<file path="src/rtl/reset_sequencer_ctrl.sv">
// Power-up reset sequencer: waits for device init and debounced PLL lock, then releases
// per-domain resets one at a time; lock loss or a software request re-runs the sequence.
//   state     | meaning
//   WAIT_INIT | all domains held, waiting for device init
//   WAIT_LOCK | debouncing PLL lock, lock-timeout watchdog running
//   RELEASE   | releasing domains in index order every STEP_CYCLES
//   RUN       | all domains released
//   HOLD      | all domains re-asserted for STEP_CYCLES before re-locking
module reset_sequencer_ctrl #(
    parameter int N_PLL        = 2,
    parameter int N_DOMAINS    = 4,
    parameter int LOCK_STABLE  = 16,
    parameter int STEP_CYCLES  = 20,
    parameter int LOCK_TIMEOUT = 2000,
    parameter int CNT_W        = 16
) (
    input  logic                 clk,
    input  logic                 resetn,
    input  logic                 init_done,
    input  logic [N_PLL-1:0]     pll_lock,
    input  logic                 sw_reset_req,
    output logic [N_DOMAINS-1:0] domain_resetn,
    output logic                 seq_done,
    output logic                 lock_fault,
    output logic [2:0]           state
);
    localparam int IDX_W = (N_DOMAINS > 1) ? $clog2(N_DOMAINS) : 1;

    typedef enum logic [2:0] {
        WAIT_INIT = 3'd0,
        WAIT_LOCK = 3'd1,
        RELEASE   = 3'd2,
        RUN       = 3'd3,
        HOLD      = 3'd4
    } state_e;

    state_e               state_q, state_d;
    logic                 init_s1_q, init_s2_q;
    logic [N_PLL-1:0]     lock_s1_q, lock_s2_q;
    logic                 sw_s1_q, sw_s2_q, sw_prev_q;
    logic [CNT_W-1:0]     stable_cnt_q, stable_cnt_d;
    logic [CNT_W-1:0]     timeout_cnt_q, timeout_cnt_d;
    logic [CNT_W-1:0]     step_cnt_q, step_cnt_d;
    logic [IDX_W-1:0]     idx_q, idx_d;
    logic [N_DOMAINS-1:0] dom_q, dom_d;
    logic                 seq_done_q, seq_done_d;
    logic                 lock_fault_q, lock_fault_d;
    logic                 all_lock, sw_edge;

    assign all_lock = &lock_s2_q;
    assign sw_edge  = sw_s2_q & ~sw_prev_q;

    always_ff @(posedge clk) begin
        if (!resetn) begin
            init_s1_q     <= 1'b0;
            init_s2_q     <= 1'b0;
            lock_s1_q     <= '0;
            lock_s2_q     <= '0;
            sw_s1_q       <= 1'b0;
            sw_s2_q       <= 1'b0;
            sw_prev_q     <= 1'b0;
            state_q       <= WAIT_INIT;
            stable_cnt_q  <= '0;
            timeout_cnt_q <= '0;
            step_cnt_q    <= '0;
            idx_q         <= '0;
            dom_q         <= '0;
            seq_done_q    <= 1'b0;
            lock_fault_q  <= 1'b0;
        end else begin
            init_s1_q     <= init_done;
            init_s2_q     <= init_s1_q;
            lock_s1_q     <= pll_lock;
            lock_s2_q     <= lock_s1_q;
            sw_s1_q       <= sw_reset_req;
            sw_s2_q       <= sw_s1_q;
            sw_prev_q     <= sw_s2_q;
            state_q       <= state_d;
            stable_cnt_q  <= stable_cnt_d;
            timeout_cnt_q <= timeout_cnt_d;
            step_cnt_q    <= step_cnt_d;
            idx_q         <= idx_d;
            dom_q         <= dom_d;
            seq_done_q    <= seq_done_d;
            lock_fault_q  <= lock_fault_d;
        end
    end

    always_comb begin
        state_d       = state_q;
        stable_cnt_d  = stable_cnt_q;
        timeout_cnt_d = timeout_cnt_q;
        step_cnt_d    = step_cnt_q;
        idx_d         = idx_q;
        dom_d         = dom_q;
        seq_done_d    = seq_done_q;
        lock_fault_d  = lock_fault_q;
        unique case (state_q)
            WAIT_INIT: begin
                dom_d = '0;
                if (init_s2_q) begin
                    state_d       = WAIT_LOCK;
                    stable_cnt_d  = '0;
                    timeout_cnt_d = '0;
                    step_cnt_d    = '0;
                    idx_d         = '0;
                end
            end
            WAIT_LOCK: begin
                stable_cnt_d = all_lock ? stable_cnt_q + CNT_W'(1) : '0;
                // Timeout only flags the fault; the sequencer keeps waiting for lock.
                if (timeout_cnt_q == CNT_W'(LOCK_TIMEOUT - 1)) begin
                    lock_fault_d  = 1'b1;
                    timeout_cnt_d = '0;
                end else begin
                    timeout_cnt_d = timeout_cnt_q + CNT_W'(1);
                end
                if (all_lock && stable_cnt_q == CNT_W'(LOCK_STABLE - 1)) begin
                    state_d    = RELEASE;
                    idx_d      = '0;
                    step_cnt_d = '0;
                end
            end
            RELEASE: begin
                if (!all_lock || sw_edge) begin
                    state_d    = HOLD;
                    dom_d      = '0;
                    seq_done_d = 1'b0;
                    step_cnt_d = '0;
                end else if (step_cnt_q == CNT_W'(STEP_CYCLES - 1)) begin
                    dom_d[idx_q] = 1'b1;
                    idx_d        = idx_q + IDX_W'(1);
                    step_cnt_d   = '0;
                    if (idx_q == IDX_W'(N_DOMAINS - 1)) begin
                        seq_done_d = 1'b1;
                        state_d    = RUN;
                    end
                end else begin
                    step_cnt_d = step_cnt_q + CNT_W'(1);
                end
            end
            RUN: begin
                if (!all_lock || sw_edge) begin
                    state_d    = HOLD;
                    dom_d      = '0;
                    seq_done_d = 1'b0;
                    step_cnt_d = '0;
                end
            end
            HOLD: begin
                if (step_cnt_q == CNT_W'(STEP_CYCLES - 1)) begin
                    state_d       = WAIT_LOCK;
                    stable_cnt_d  = '0;
                    timeout_cnt_d = '0;
                    step_cnt_d    = '0;
                end else begin
                    step_cnt_d = step_cnt_q + CNT_W'(1);
                end
            end
            default: state_d = WAIT_INIT;
        endcase
    end

    assign domain_resetn = dom_q;
    assign seq_done      = seq_done_q;
    assign lock_fault    = lock_fault_q;
    assign state         = state_q;
endmodule

</file>
<file path="config.mk">
export PLATFORM = sky130hd
export DESIGN_NAME = reset_sequencer_ctrl
export DESIGN_NICKNAME = d
export VERILOG_FILES = /design/src/rtl/reset_sequencer_ctrl.sv
export SDC_FILE = /design/constraint.sdc
export NUM_CORES = 1
export LEC_CHECK = 0
export ABC_CLOCK_PERIOD_IN_PS = 5900
export CORE_ASPECT_RATIO = 1.25
export CORE_MARGIN = 8
export CORE_UTILIZATION = 50
export CTS_CLUSTER_DIAMETER = 50
export DETAILED_ROUTE_END_ITERATION = 8
export PLACE_DENSITY = 0.77
export SLEW_MARGIN = 20
export SYNTH_ARGS = -nofsm -noshare
export SYNTH_HDL_FRONTEND = slang
export SYNTH_SLANG_ARGS = --single-unit
</file>
<file path="constraint.sdc">
create_clock -name clk -period 5.9 [get_ports clk]
set_input_delay 1.475 -clock clk [delete_from_list [all_inputs] [get_ports clk]]
set_output_delay 1.475 -clock clk [all_outputs]
set_load 0.005 [all_outputs]
</file>
==> summary.md <==
| Metric | Value |
|---|---|
| F_max | 0.3143 GHz |
| Area fraction in compound gates after synthesis | 0.2353 |
| Vias in the first global route | 2888 |
| Die Width | 90.83 um |
| Slew margin rel. | 0.3093 |
| Total negative slack | 0 ps |
| Fin nets | 422 |
| Num rows | 34 |
| Latest clock arrival within the worst-skew pair | 350 ps |
| DR vias | 3132 |
| Final-report max-slew violation count | 0 |
| Hold crit path type | flip-flop to flip-flop |
| Clk pin slew, worst setup/hold paths | 90 ps |
| Final HPWL DP | 5298 um |
| Syn Inst Count | 407 |
| Mux share of post-synthesis cell area | 0 |
| Netlist cell types | 56 |
| Die Area | 9949 um^2 |
| Routed WL | 7791 um |
| Largest net degree at the start of global routing | 31 |
| Top cells by count, synth | dfxtp_1, nand2_1, nor2_1 |
| CORE AREA | 6892 um^2 |
| Fill cells | 617 |
| WP data required | 6100 ps |
| Die Ht | 109.5 um |
| Clock Tree Buf Depth | 2 |
| Top cell type's share of synthesized area | 0.3890 |
| H-tree depth | 3 |
| Non-filler cells, final | 504 |
| Critical path class | primary input to flip-flop |
| Num CTS Buffers | 9 |
| Top-count cell post-synth | dfxtp_1 |
| Tmin final | 3182 ps |
| N_diodes | 0 |
| Initial antenna violation count | 0 |
| Top FF cell, synth | dfxtp_1 |
| Asr flop ratio synth | 0 |
| Synthesized-area fraction occupied by adder cells | 0.02503 |
| Crit start category | primary input |
| Placer Congestion | 0.8233 |
| Pleak | 1.212 nW |
| DR vias/cell | 6.214 |
| Layout area overhead | 10.37% |
| Pre-antenna DRT Iters | 6 |
| Post-CTS Setup Inserts | 0 |
| Overall Global Routing Usage | 0.1600 |
| Layout cells sized above 1 | 0.07246 |
| MaxCap Viol Count | 0 |
| Crit end category | flip-flop |
| Critical path arrival | 3380 ps |
| Worst-Margin Slew | 1029 ps |
| Status | finished clean |
| CTS sink cnt | 68 |
| Post-Syn Area | 3500 um^2 |
| Sequential fraction of the synthesis area | 0.3890 |
| Unrepaired setup endpoints after global routing | no |
| Residual DRC | 0 |
| Worst VDD drop | 0.0001666 V |
| Clk root buf | clkbuf_8 |
| First-pass GRT wire length | 13190 um |
| Synth area leader | dfxtp_1 |
| Ports | 15 |
| Synth Area in XOR/XNOR | 0.04255 |
| Post-synthesis area per instance | 8.599 um^2 |
| Wire per inst | 15.46 um |
| Port Buffer Count | 14 |
| DR iter-0 viols | 200 |
| Starting density of the core | 0.5078 |
| Post-synth EDFFs | 0 |
| Final-report setup violation count | 0 |
| Ranking of synthesized cells by area | dfxtp_1, a21oi_1, a311oi_1, nand2_1, nor2_1 |
| # hold bufs at CTS | 0 |
| Largest family of logic cells by synthesized area | simple AND/OR/NAND/NOR gates |
| Hold Fails Final Rpt | 0 |
| #FFs+latches synth | 68 |
| Yosys warnings | 0 |
| Post-Syn Nets | 420 |
| Post-CTS Resized | 0 |
| CTS tree | done |
| Grt total ovfl | 0 |
| Power Dens Cells | 242.0 nW/um^2 |
| DP Cell Count | 488 |
| Synth Area in Simple Gates | 0.2642 |
| Largest fanout on the critical path | 30 |
| Period utilisation layout | 0.5393 |
| Post-route antenna net violation count | 0 |
| Fin Clk Skew | 11.54 ps |
-- power breakdown --
part	switching (W)	internal [W]
clock	0.000198	0.000201
combinational	0.0000412	0.0000216
sequential	0.00000840	0.000465
-- worst paths after layout --
path / startpoint / to / slack, ps / cells past startpoint
min: lock_s1_q[0] / lock_s2_q[0] / 440 / 1
min reg2reg: lock_s1_q[0] / lock_s2_q[0] / 440 / 1
max: resetn / stable_cnt_q[8] / 2720 / 5
max reg2reg: state[1] / step_cnt_q[14] / 2960 / 5
-- stage by stage --
step	setup WS, ps	hold slack [ps]	area (um^2)	power, W	utilization
6_report	2718	440.1	3862	0.0009348	0.5605
5_1_grt	2482	462.6	3862	0.0009701	0.5605
4_1_cts	2669	444.8	3860	0.0009409	0.5601
3_5_place_dp	2340	420.4	3655	0.0005461	0.5303
3_3_place_gp	2393	415.0	3655	0.0005436	0.5303
2_1_floorplan	3392	411.9	3500	0.0005281	-
-- critical path, cell delays in order --
cell             delay (ps)
clkdlybuf4s50_1         400
buf_4                   220
and3_1                  250
o21ai_1                 830
o211ai_1                190
-- cell usage in the layout (no fill, tap or decap), types with 5 or more instances in the layout --
| master | instances |
|---|---|
| inv_1 | 11 |
| and3_1 | 10 |
| nand2_1 | 31 |
| clkdlybuf4s50_1 | 14 |
| dfxtp_1 | 68 |
| clkbuf_8 | 9 |
| xnor2_1 | 13 |
| and2_1 | 13 |
| nor3_1 | 8 |
| o21ai_0 | 15 |
| or3_1 | 8 |
| a21oi_1 | 26 |
| and4_1 | 5 |
| ha_1 | 7 |
| a22o_1 | 6 |
| nor2_1 | 30 |
| nor4_1 | 5 |
| nand3_1 | 21 |
| o31ai_1 | 6 |
| a31oi_1 | 5 |
| or4_1 | 7 |
| o211ai_1 | 6 |
| a311oi_1 | 14 |
| nand4_1 | 7 |
-- kinds of logic (layout without fill, tap and decap cells) --
kind of cell             Yosys count  in the layout
adder cells (fa/ha/maj)            7              7
buffers and inverters             36             43
flip-flops                        68             68
AND/OR/NAND/NOR                  165            165
XOR/XNOR                          17             17
AO/OA/AOI/OAI                    114            114
-- routing by layer --
layer	vias up	wire [um]	GRT usage
met4	0	176	0.08324
li1	1545	-	-
met3	16	325	0.03074
met1	1494	3496	0.1846
met2	77	3794	0.2788
met5	-	0	0
-- layout make-up --
type                    count  area (um^2)  area share
inverters                  11        41.29     0.01069
multi-input cells         303         1987      0.5144
well taps                  90        112.6     0.02915
repair buffers             16        155.1     0.04017
clock inverters             7        81.33     0.02106
clock buffers               9        123.9     0.03207
flip-flops and latches     68         1361      0.3524
-- state kept, by name, summed over array words and instances (netlist names), 2 cells and up --
signal,cells
lock_s1_q,2
lock_s2_q,2
timeout_cnt_q,16
stable_cnt_q,16
domain_resetn,4
idx_q,2
step_cnt_q,16
state,3
No activity file was read; power rests on OpenSTA's default activity.
